<file path="src/rtl/uart_trx.sv">
// Full-duplex UART: 2-flop synchronised mid-bit RX, valid/ready TX, fixed divisor.
// Optional parity via UART_PARITY_EN (PARITY_ODD selects sense); default build has no parity bit.
module uart_trx #(
  parameter int CLKS_PER_BIT = 868,
  parameter int DATA_BITS    = 8,
  parameter int STOP_BITS    = 1,
  parameter int PARITY_ODD   = 0
) (
  input  logic                 clk_i,
  input  logic                 rst_i,
  input  logic                 rx_i,
  output logic                 tx_o,
  input  logic [DATA_BITS-1:0] tx_data_i,
  input  logic                 tx_valid_i,
  output logic                 tx_ready_o,
  output logic [DATA_BITS-1:0] rx_data_o,
  output logic                 rx_valid_o,
  input  logic                 rx_ready_i,
  output logic                 rx_frame_err_o,
  output logic                 rx_overrun_o,
  output logic                 rx_parity_err_o
);

  localparam int CW = $clog2(CLKS_PER_BIT);
  localparam int BW = $clog2(DATA_BITS);
  localparam logic [CW-1:0] LAST     = CW'(CLKS_PER_BIT - 1);
  localparam logic [CW-1:0] PRE_LAST = CW'(CLKS_PER_BIT - 2);
  localparam logic [CW-1:0] HALF     = CW'(CLKS_PER_BIT / 2 - 1);
  localparam logic [BW-1:0] LAST_BIT = BW'(DATA_BITS - 1);
  localparam logic          LAST_STOP = 1'(STOP_BITS - 1);

  typedef enum logic [2:0] {S_IDLE, S_START, S_DATA, S_PARITY, S_STOP} state_t;

  state_t               r_rx_state;
  logic                 r_sync1, r_sync2;
  logic [CW-1:0]        r_rx_cnt;
  logic [BW-1:0]        r_rx_bit;
  logic [DATA_BITS-1:0] r_rx_shift;
  logic [DATA_BITS-1:0] r_rx_data;
  logic                 r_rx_valid, r_frame_err, r_overrun, r_parity_err;
  logic                 w_rx_tick, w_par_bad;

  assign w_rx_tick = (r_rx_cnt == LAST);

`ifdef UART_PARITY_EN
  logic r_rx_par;
  assign w_par_bad = r_rx_par != ((^r_rx_shift) ^ 1'(PARITY_ODD));
`else
  logic w_unused_par;
  assign w_unused_par = (PARITY_ODD != 0);
  assign w_par_bad    = 1'b0;
`endif

  always_ff @(posedge clk_i) begin
    if (rst_i) begin
      r_sync1      <= 1'b1;
      r_sync2      <= 1'b1;
      r_rx_state   <= S_IDLE;
      r_rx_cnt     <= '0;
      r_rx_bit     <= '0;
      r_rx_shift   <= '0;
      r_rx_data    <= '0;
      r_rx_valid   <= 1'b0;
      r_frame_err  <= 1'b0;
      r_overrun    <= 1'b0;
      r_parity_err <= 1'b0;
`ifdef UART_PARITY_EN
      r_rx_par     <= 1'b0;
`endif
    end else begin
      r_sync1      <= rx_i;
      r_sync2      <= r_sync1;
      r_frame_err  <= 1'b0;
      r_overrun    <= 1'b0;
      r_parity_err <= 1'b0;
      if (rx_ready_i) r_rx_valid <= 1'b0;
      case (r_rx_state)
        S_IDLE: begin
          if (!r_sync2) begin
            r_rx_state <= S_START;
            r_rx_cnt   <= '0;
          end
        end
        S_START: begin
          if (r_rx_cnt == HALF) begin
            r_rx_cnt   <= '0;
            r_rx_bit   <= '0;
            r_rx_state <= r_sync2 ? S_IDLE : S_DATA;
          end else r_rx_cnt <= r_rx_cnt + 1'b1;
        end
        S_DATA: begin
          if (w_rx_tick) begin
            r_rx_cnt   <= '0;
            r_rx_shift <= {r_sync2, r_rx_shift[DATA_BITS-1:1]};
            r_rx_bit   <= r_rx_bit + 1'b1;
`ifdef UART_PARITY_EN
            if (r_rx_bit == LAST_BIT) r_rx_state <= S_PARITY;
`else
            if (r_rx_bit == LAST_BIT) r_rx_state <= S_STOP;
`endif
          end else r_rx_cnt <= r_rx_cnt + 1'b1;
        end
        S_PARITY: begin
`ifdef UART_PARITY_EN
          if (w_rx_tick) begin
            r_rx_cnt   <= '0;
            r_rx_par   <= r_sync2;
            r_rx_state <= S_STOP;
          end else r_rx_cnt <= r_rx_cnt + 1'b1;
`else
          r_rx_state <= S_IDLE;
`endif
        end
        S_STOP: begin
          if (w_rx_tick) begin
            r_rx_cnt     <= '0;
            r_rx_state   <= S_IDLE;
            r_frame_err  <= ~r_sync2;
            r_parity_err <= w_par_bad;
            // A completing byte beats a same-cycle read, so valid stays set.
            if (r_sync2 && !w_par_bad) begin
              r_rx_data  <= r_rx_shift;
              r_rx_valid <= 1'b1;
              r_overrun  <= r_rx_valid & ~rx_ready_i;
            end
          end else r_rx_cnt <= r_rx_cnt + 1'b1;
        end
        default: r_rx_state <= S_IDLE;
      endcase
    end
  end

  assign rx_data_o       = r_rx_data;
  assign rx_valid_o      = r_rx_valid;
  assign rx_frame_err_o  = r_frame_err;
  assign rx_overrun_o    = r_overrun;
  assign rx_parity_err_o = r_parity_err;

  state_t               r_tx_state;
  logic [CW-1:0]        r_tx_cnt;
  logic [BW-1:0]        r_tx_bit;
  logic                 r_tx_stop;
  logic [DATA_BITS-1:0] r_tx_shift;
  logic                 r_tx, r_tx_ready;
  logic                 w_tx_tick, w_tx_accept;
`ifdef UART_PARITY_EN
  logic                 r_tx_par;
`endif

  assign w_tx_tick   = (r_tx_cnt == LAST);
  assign w_tx_accept = tx_valid_i & r_tx_ready;

  always_ff @(posedge clk_i) begin
    if (rst_i) begin
      r_tx_state <= S_IDLE;
      r_tx_cnt   <= '0;
      r_tx_bit   <= '0;
      r_tx_stop  <= 1'b0;
      r_tx_shift <= '0;
      r_tx       <= 1'b1;
      r_tx_ready <= 1'b1;
`ifdef UART_PARITY_EN
      r_tx_par   <= 1'b0;
`endif
    end else if (w_tx_accept) begin
      r_tx_shift <= tx_data_i;
`ifdef UART_PARITY_EN
      r_tx_par   <= (^tx_data_i) ^ 1'(PARITY_ODD);
`endif
      r_tx       <= 1'b0;
      r_tx_ready <= 1'b0;
      r_tx_cnt   <= '0;
      r_tx_state <= S_START;
    end else begin
      case (r_tx_state)
        S_START: begin
          if (w_tx_tick) begin
            r_tx_cnt   <= '0;
            r_tx_bit   <= '0;
            r_tx       <= r_tx_shift[0];
            r_tx_state <= S_DATA;
          end else r_tx_cnt <= r_tx_cnt + 1'b1;
        end
        S_DATA: begin
          if (w_tx_tick) begin
            r_tx_cnt   <= '0;
            r_tx_bit   <= r_tx_bit + 1'b1;
            r_tx_shift <= r_tx_shift >> 1;
            r_tx       <= r_tx_shift[1];
            if (r_tx_bit == LAST_BIT) begin
              r_tx_stop <= 1'b0;
`ifdef UART_PARITY_EN
              r_tx       <= r_tx_par;
              r_tx_state <= S_PARITY;
`else
              r_tx       <= 1'b1;
              r_tx_state <= S_STOP;
`endif
            end
          end else r_tx_cnt <= r_tx_cnt + 1'b1;
        end
        S_PARITY: begin
          if (w_tx_tick) begin
            r_tx_cnt   <= '0;
            r_tx       <= 1'b1;
            r_tx_state <= S_STOP;
          end else r_tx_cnt <= r_tx_cnt + 1'b1;
        end
        S_STOP: begin
          if (w_tx_tick) begin
            r_tx_cnt <= '0;
            if (r_tx_stop == LAST_STOP) r_tx_state <= S_IDLE;
            else r_tx_stop <= 1'b1;
          end else begin
            r_tx_cnt <= r_tx_cnt + 1'b1;
            // Ready for the final cycle so a queued byte follows with no idle gap.
            if (r_tx_cnt == PRE_LAST && r_tx_stop == LAST_STOP) r_tx_ready <= 1'b1;
          end
        end
        default: begin
          r_tx       <= 1'b1;
          r_tx_state <= S_IDLE;
        end
      endcase
    end
  end

  assign tx_o       = r_tx;
  assign tx_ready_o = r_tx_ready;

endmodule

</file>
<file path="config.mk">
export PLATFORM = sky130hd
export DESIGN_NAME = uart_trx
export DESIGN_NICKNAME = d
export VERILOG_FILES = /design/src/rtl/uart_trx.sv
export SDC_FILE = /design/constraint.sdc
export NUM_CORES = 1
export LEC_CHECK = 0
export ABC_AREA = 1
export CAP_MARGIN = 5
export CORE_MARGIN = 1.5
export CORE_UTILIZATION = 45
export DETAILED_ROUTE_END_ITERATION = 12
export GPL_ROUTABILITY_DRIVEN = 0
export PLACE_DENSITY = 0.77
export SLEW_MARGIN = 20
export SYNTH_ARGS = -nofsm -noshare
export SYNTH_HDL_FRONTEND = slang
export SYNTH_SLANG_ARGS = --single-unit
</file>
<file path="constraint.sdc">
create_clock -name clk_i -period 1.5 [get_ports clk_i]
set_clock_uncertainty 0.05 [all_clocks]
set_input_delay 0.3 -clock clk_i [delete_from_list [all_inputs] [get_ports clk_i]]
set_output_delay 0.3 -clock clk_i [all_outputs]
set_load 0.01 [all_outputs]
</file>
# == Word-level counts from Yosys, hierarchy flattened ==
# Index checks and enable logic that the tools add are counted.
# totals
word_cells,137
register_bits,64
in_bits,13
out_inout_bits,14
# classes
mux,48
reduce_logical,27
bitwise,8
eq_ne,32
addsub,4
# op_table
cell,count
$mux W3,15
$mux W10,4
$eq A10 B10 Y1 const B,3
$pmux W10 S3,1
$mux W8,3
$ne A2 B2 Y1 const B,12
$pmux W3 S4,2
$add A10 B1 Y10 const B,2
$mux W1,18
$ne A3 B3 Y1 const B,6
$reduce_bool A2 Y1,7
$eq A3 B3 Y1 const B,4
$pmux W3 S2,2
$reduce_and A6 Y1,2
$eq A10 B9 Y1 const B,1
$reduce_and A5 Y1,2
$eq A3 B2 Y1 const B,3
$reduce_and A3 Y1,3
$reduce_and A4 Y1,2
$reduce_or A4 Y1,2
$add A3 B1 Y3 const B,2
$eq A3 B1 Y1 const B,2
$not A1 Y1,6
$reduce_and A2 Y1,3
other kinds (10),12

# == Longest topological paths before layout ==
# Gate-level depths: netlist of run 1.
# logic_depth
word_depth,6
mapped_depth,11
mapped_depth_nobuf,11

# == Worst setup path after synthesis of run 1 ==
# Ideal clock, no wire load.
# synth_timing
kind,register to register
startpoint,register r_rx_cnt[0]
endpoint,register r_rx_cnt[5]
path_stages_with_launch,11
arrival_ns,1.311
period_less_slack_ns,1.475
path_buffers,0
setup_time_ns,0.115
required_ns,1.335
setup_slack_ns,0.025
cell_sequence,dfxtp_1 -> ha_1 -> nand2_1 -> nor2_4 -> nand3_4 -> nand2_1 -> nand2_2 -> inv_2 -> nand2_4 -> nand2_4 -> nor2_1
# synth_between
elab_chain_len,3
# synth_lines
item,line_no,source
start: declaration,36,logic [CW-1:0] r_rx_cnt;
start signal: assignment,89,end else r_rx_cnt <= r_rx_cnt + 1'b1;
start signal: assignment,101,end else r_rx_cnt <= r_rx_cnt + 1'b1;
start signal: assignment,126,end else r_rx_cnt <= r_rx_cnt + 1'b1;
$add A10 B1 Y10 (tied with other cells),"89, 101, 126",
"$mux W10, on equally long branches","92, 115, 85",
$pmux W10 S3 *,77,case (r_rx_state)
# Mark *: on every way between the ends. The rest lies on a longest branch, timed or not.
# A chain may end at the register's enable or synchronous reset.

# == Worst setup path in the final report of run 1 ==
# layout_timing
startpoint,register r_rx_state[2]
endpoint,register r_rx_cnt[6]
# layout_between
elab_chain_len,4
# layout_lines
item,line_no,source
start: declaration,34,state_t r_rx_state;
start signal: assignment,88,r_rx_state <= r_sync2 ? S_IDLE : S_DATA;
$eq A3 B3 Y1 or $eq A3 B2 Y1 (tied branches),77,
$reduce_or A2 Y1 (no source line),-,
$reduce_bool A3 Y1 (no source line),-,
$reduce_and A2 Y1 (no source line),-,
# Parallel ways exist; a longest one is shown, timed or not.

==> impl_results.md, run 1 <==
- Fillers: 558
- Switching Fraction: 29.1%
- Gate Count Post-Synth: 433
- Max Slew Vio Count: 0
- Sequential cell area fraction in the yosys report: 41.3%
- Internal power: 2.86 mW
- Avg Vias per Cell: 5.07
- Synth Register Bits: 63
- Area of the die: 0.00728 mm^2
- Final setup violation count: 0
- FF-to-FF Start: r_rx_state[2]
- Critical Path AT: 1670 ps
- Num rows: 29
- Comb pwr share: 19.9%
- ANT nets after route: 0
- Die W: 85.4 um
- Number of I/O port buffers: 25
- Post-Synthesis Net Count: 454
- First-pass GRT wire length: 11300 um
- TNS Setup: 0 ps
- Average cell area after synthesis: 7.05 um^2
- DR iter-0 viols: 186
- Synth unique cells: 35
- Pleak: 1.67 nW
- VDD IR-drop max: 0.679 mV
- Ys Warns: 0
- Die Y: 85.4 um
- Worst Reg-to-Reg Cells: 8
- CP max FO: 8
- Final Non-Filler Cells: 577
- Minimum clock period after layout: 1490 ps
- Share of power burned in registers: 44.5%
- Final hold vios: 0
- Worst hold start: r_sync1
- Mapped cell area: 0.00305 mm^2
- Worst hold path class: flip-flop to flip-flop
- Worst EP required: 1680 ps
- WL final: 6990 um
- Failing checks: design-rule violations
- CTS tree: built
- Layout cells sized above 1: 23.2%
- Ports: 27
- Routed wire length per instance: 12.1 um
- Hold path endpoint: r_sync2
- Clock slew at reported path FFs: 70 ps
- Core box area: 0.00646 mm^2
- H-tree levels: 3
- Run status: finished, violations left
- Clock Root Buffer: clkbuf_8
- Max Buffers Root-to-Sink: 2
- Final period util: 99.4%
- Psw: 1.17 mW
- Layout net count: 516
- Placed wire-length estimate: 4680 um
- Antenna cells: 0
- RSZ-0062 raised after global routing: true
- Synth-to-Final Area Change: 30.7%
- CTS Hold Bufs: 0
- Crit. End Element: flip-flop
- Gr ovfl total: 0
- Initial antenna violation count: 0
- Clock power frac: 35.6%
- Worst setup SP type: flip-flop
- Critical path class: flip-flop to flip-flop
- Gr usage total: 19.1%
- Number of CTS-inserted buffers: 9
- First drt pass iteration count: 9
- Clk Latency, worst-skew pair: 330 ps
- Via count: 2924
- DRC Markers: 3
- Clock sinks: 63
- Power Density: 1010 mW/mm^2
- Largest net degree at the start of global routing: 20
- Most common cell after layout, fill and taps aside: nand2_1
- Reg2reg end: r_rx_cnt[6]
- Hold Path Depth: 1
- Dpl cells: 554
- Vias in the first global route: 2763
- Max_cap viols: 0
- Initial cell density of the core: 47.2%
- Pwr Total: 4.03 mW
- Worst R2R Setup Slack: 9 ps
- Peak Freq: 671 MHz
- Post-layout util: 61.8%
- Commonest non-fill, non-tap cells in the layout: nand2_1, dfxtp_1, inv_1
[through the flow]
step,worst slack (ps),instance area [um^2],hold WS (ps)
2_1_floorplan,24.5,3050,339
3_3_place_gp,-182,3580,361
3_5_place_dp,-230,3580,368
4_1_cts,3.39,3800,384
5_1_grt,-66.6,3990,396
6_report,9.23,3990,377
[metal layers]
layer  up-vias  track usage, %  part of all wire (%)
met2        67            33.3                    51
met5         -               0                     0
met3        11            4.67                   3.6
met4         0            7.77                   1.3
met1      1341            22.6                    44
li1       1505               -                     -
[worst max path at each step]
| stage | cells past startpoint | slack, ps | startpoint | end |
|---|---|---|---|---|
| after floorplan | 10 | 20 | r_rx_cnt[0] | r_rx_cnt[5] |
| after global placement | 8 | -180 | tx_valid_i | r_tx_cnt[5] |
| after detailed placement | 8 | -230 | tx_valid_i | r_tx_cnt[5] |
| after CTS | 8 | 3 | r_tx_cnt[0] | r_tx_shift[0] |
| after global routing | 6 | -70 | r_tx_state[1] | r_tx_state[2] |
| final | 8 | 9 | r_rx_state[2] | r_rx_cnt[6] |
[cells in the mapped netlist]
| cell | number | area [um^2] |
|---|---|---|
| inv_1 | 51 | 191 |
| a21oi_1 | 43 | 215 |
| nand2_1 | 103 | 387 |
| o21ai_0 | 24 | 120 |
| inv_2 | 7 | 26.3 |
| or2_2 | 3 | 18.8 |
| inv_4 | 1 | 6.26 |
| and2_1 | 1 | 6.26 |
| dfxtp_1 | 63 | 1260 |
| clkbuf_1 | 5 | 18.8 |
| nand3_2 | 2 | 20.0 |
| xnor2_1 | 1 | 8.76 |
| buf_6 | 1 | 11.3 |
| nor3b_1 | 1 | 7.51 |
| a21oi_2 | 1 | 8.76 |
| o211ai_1 | 4 | 30.0 |
| buf_4 | 2 | 15.0 |
| o21ai_1 | 2 | 10.0 |
| conb_1 | 1 | 3.75 |
| xor2_1 | 2 | 17.5 |
| nor2_4 | 2 | 22.5 |
| nand2_2 | 9 | 56.3 |
| nand3b_1 | 4 | 30.0 |
| nor2_1 | 38 | 143 |
| nor3_2 | 1 | 10.0 |
| ha_1 | 8 | 100 |
| clkinv_1 | 2 | 7.51 |
| nor3_1 | 6 | 30.0 |
| nand3_1 | 24 | 120 |
| nand3_4 | 1 | 17.5 |
| nor4_1 | 1 | 6.26 |
| nand4_1 | 8 | 50.1 |
| nand2_4 | 2 | 22.5 |
| nor2_2 | 6 | 37.5 |
| buf_2 | 3 | 15.0 |
[cells by family (layout without fill, tap and decap cells)]
| kind of cell | count (synthesis) | count (layout) | synth area share, % |
|---|---|---|---|
| DFF | 63 | 63 | 41.3 |
| and+or+nand+nor | 212 | 212 | 32.3 |
| AOI/OAI and AO/OA | 74 | 74 | 12.6 |
| other | 1 | 1 | 0.123 |
| xor gates and xnor gates | 3 | 3 | 0.861 |
| adders and majority gates | 8 | 8 | 3.28 |
| buffers and inverters | 72 | 139 | 9.55 |
[registers in the layout, indices dropped and copies added (netlist names), 3 cells and up]
signal	count
rx_data_o	8
r_rx_shift	8
r_rx_bit	3
r_rx_cnt	10
r_tx_cnt	10
r_rx_state	3
r_tx_shift	8
r_tx_state	3
r_tx_bit	3
[layout make-up]
| class | instances | area, um^2 | area share (%) |
|---|---|---|---|
| well taps | 77 | 96.3 | 2.42 |
| clock inverters | 4 | 45.0 | 1.13 |
| flip-flops and latches | 63 | 1280 | 32.0 |
| inverters | 61 | 234 | 5.87 |
| multi-input cells | 298 | 1660 | 41.7 |
| clock buffers | 12 | 145 | 3.64 |
| repair buffers | 62 | 528 | 13.2 |
[power by group through the flow]
| stage | Clock [mW] | Sequential (mW) | Combinational (mW) |
|---|---|---|---|
| after floorplan | 0 | 1.81 | 0.448 |
| after global placement | 0 | 1.81 | 0.658 |
| after detailed placement | 0 | 1.81 | 0.668 |
| after CTS | 1.47 | 1.78 | 0.684 |
| after global routing | 1.53 | 1.80 | 0.882 |
| final | 1.43 | 1.79 | 0.802 |
[timing repair]
action / in CTS / in global routing
setup endpoints to repair: 41 / 44
buffers inserted: 0 / 7
endpoints found under the hold margin: 0 / 0
resized for setup: 28 / 40
pin swaps: 4 / 11
[critical path, stage by stage (launching register included)]
cell,delay [ps]
dfxtp_1,350
inv_1,130
nand3_2,180
nand3_2,160
nand2_4,100
inv_4,100
nand2_1,80
a21oi_1,170
nor2_1,70
No activity file was read; power rests on OpenSTA's default activity.
==> run 2, diff against run 1 <==
SLEW_MARGIN = 10   (was 20)
==> results of run 2 <==
The final DEF is identical to that of run 1; final timing and power are the same.
==> run 3, diff against run 2 <==
HOLD_SLACK_MARGIN = 0.15   (was default)
==> results of run 3 <==
The final DEF is identical to that of run 1; final timing and power are the same.
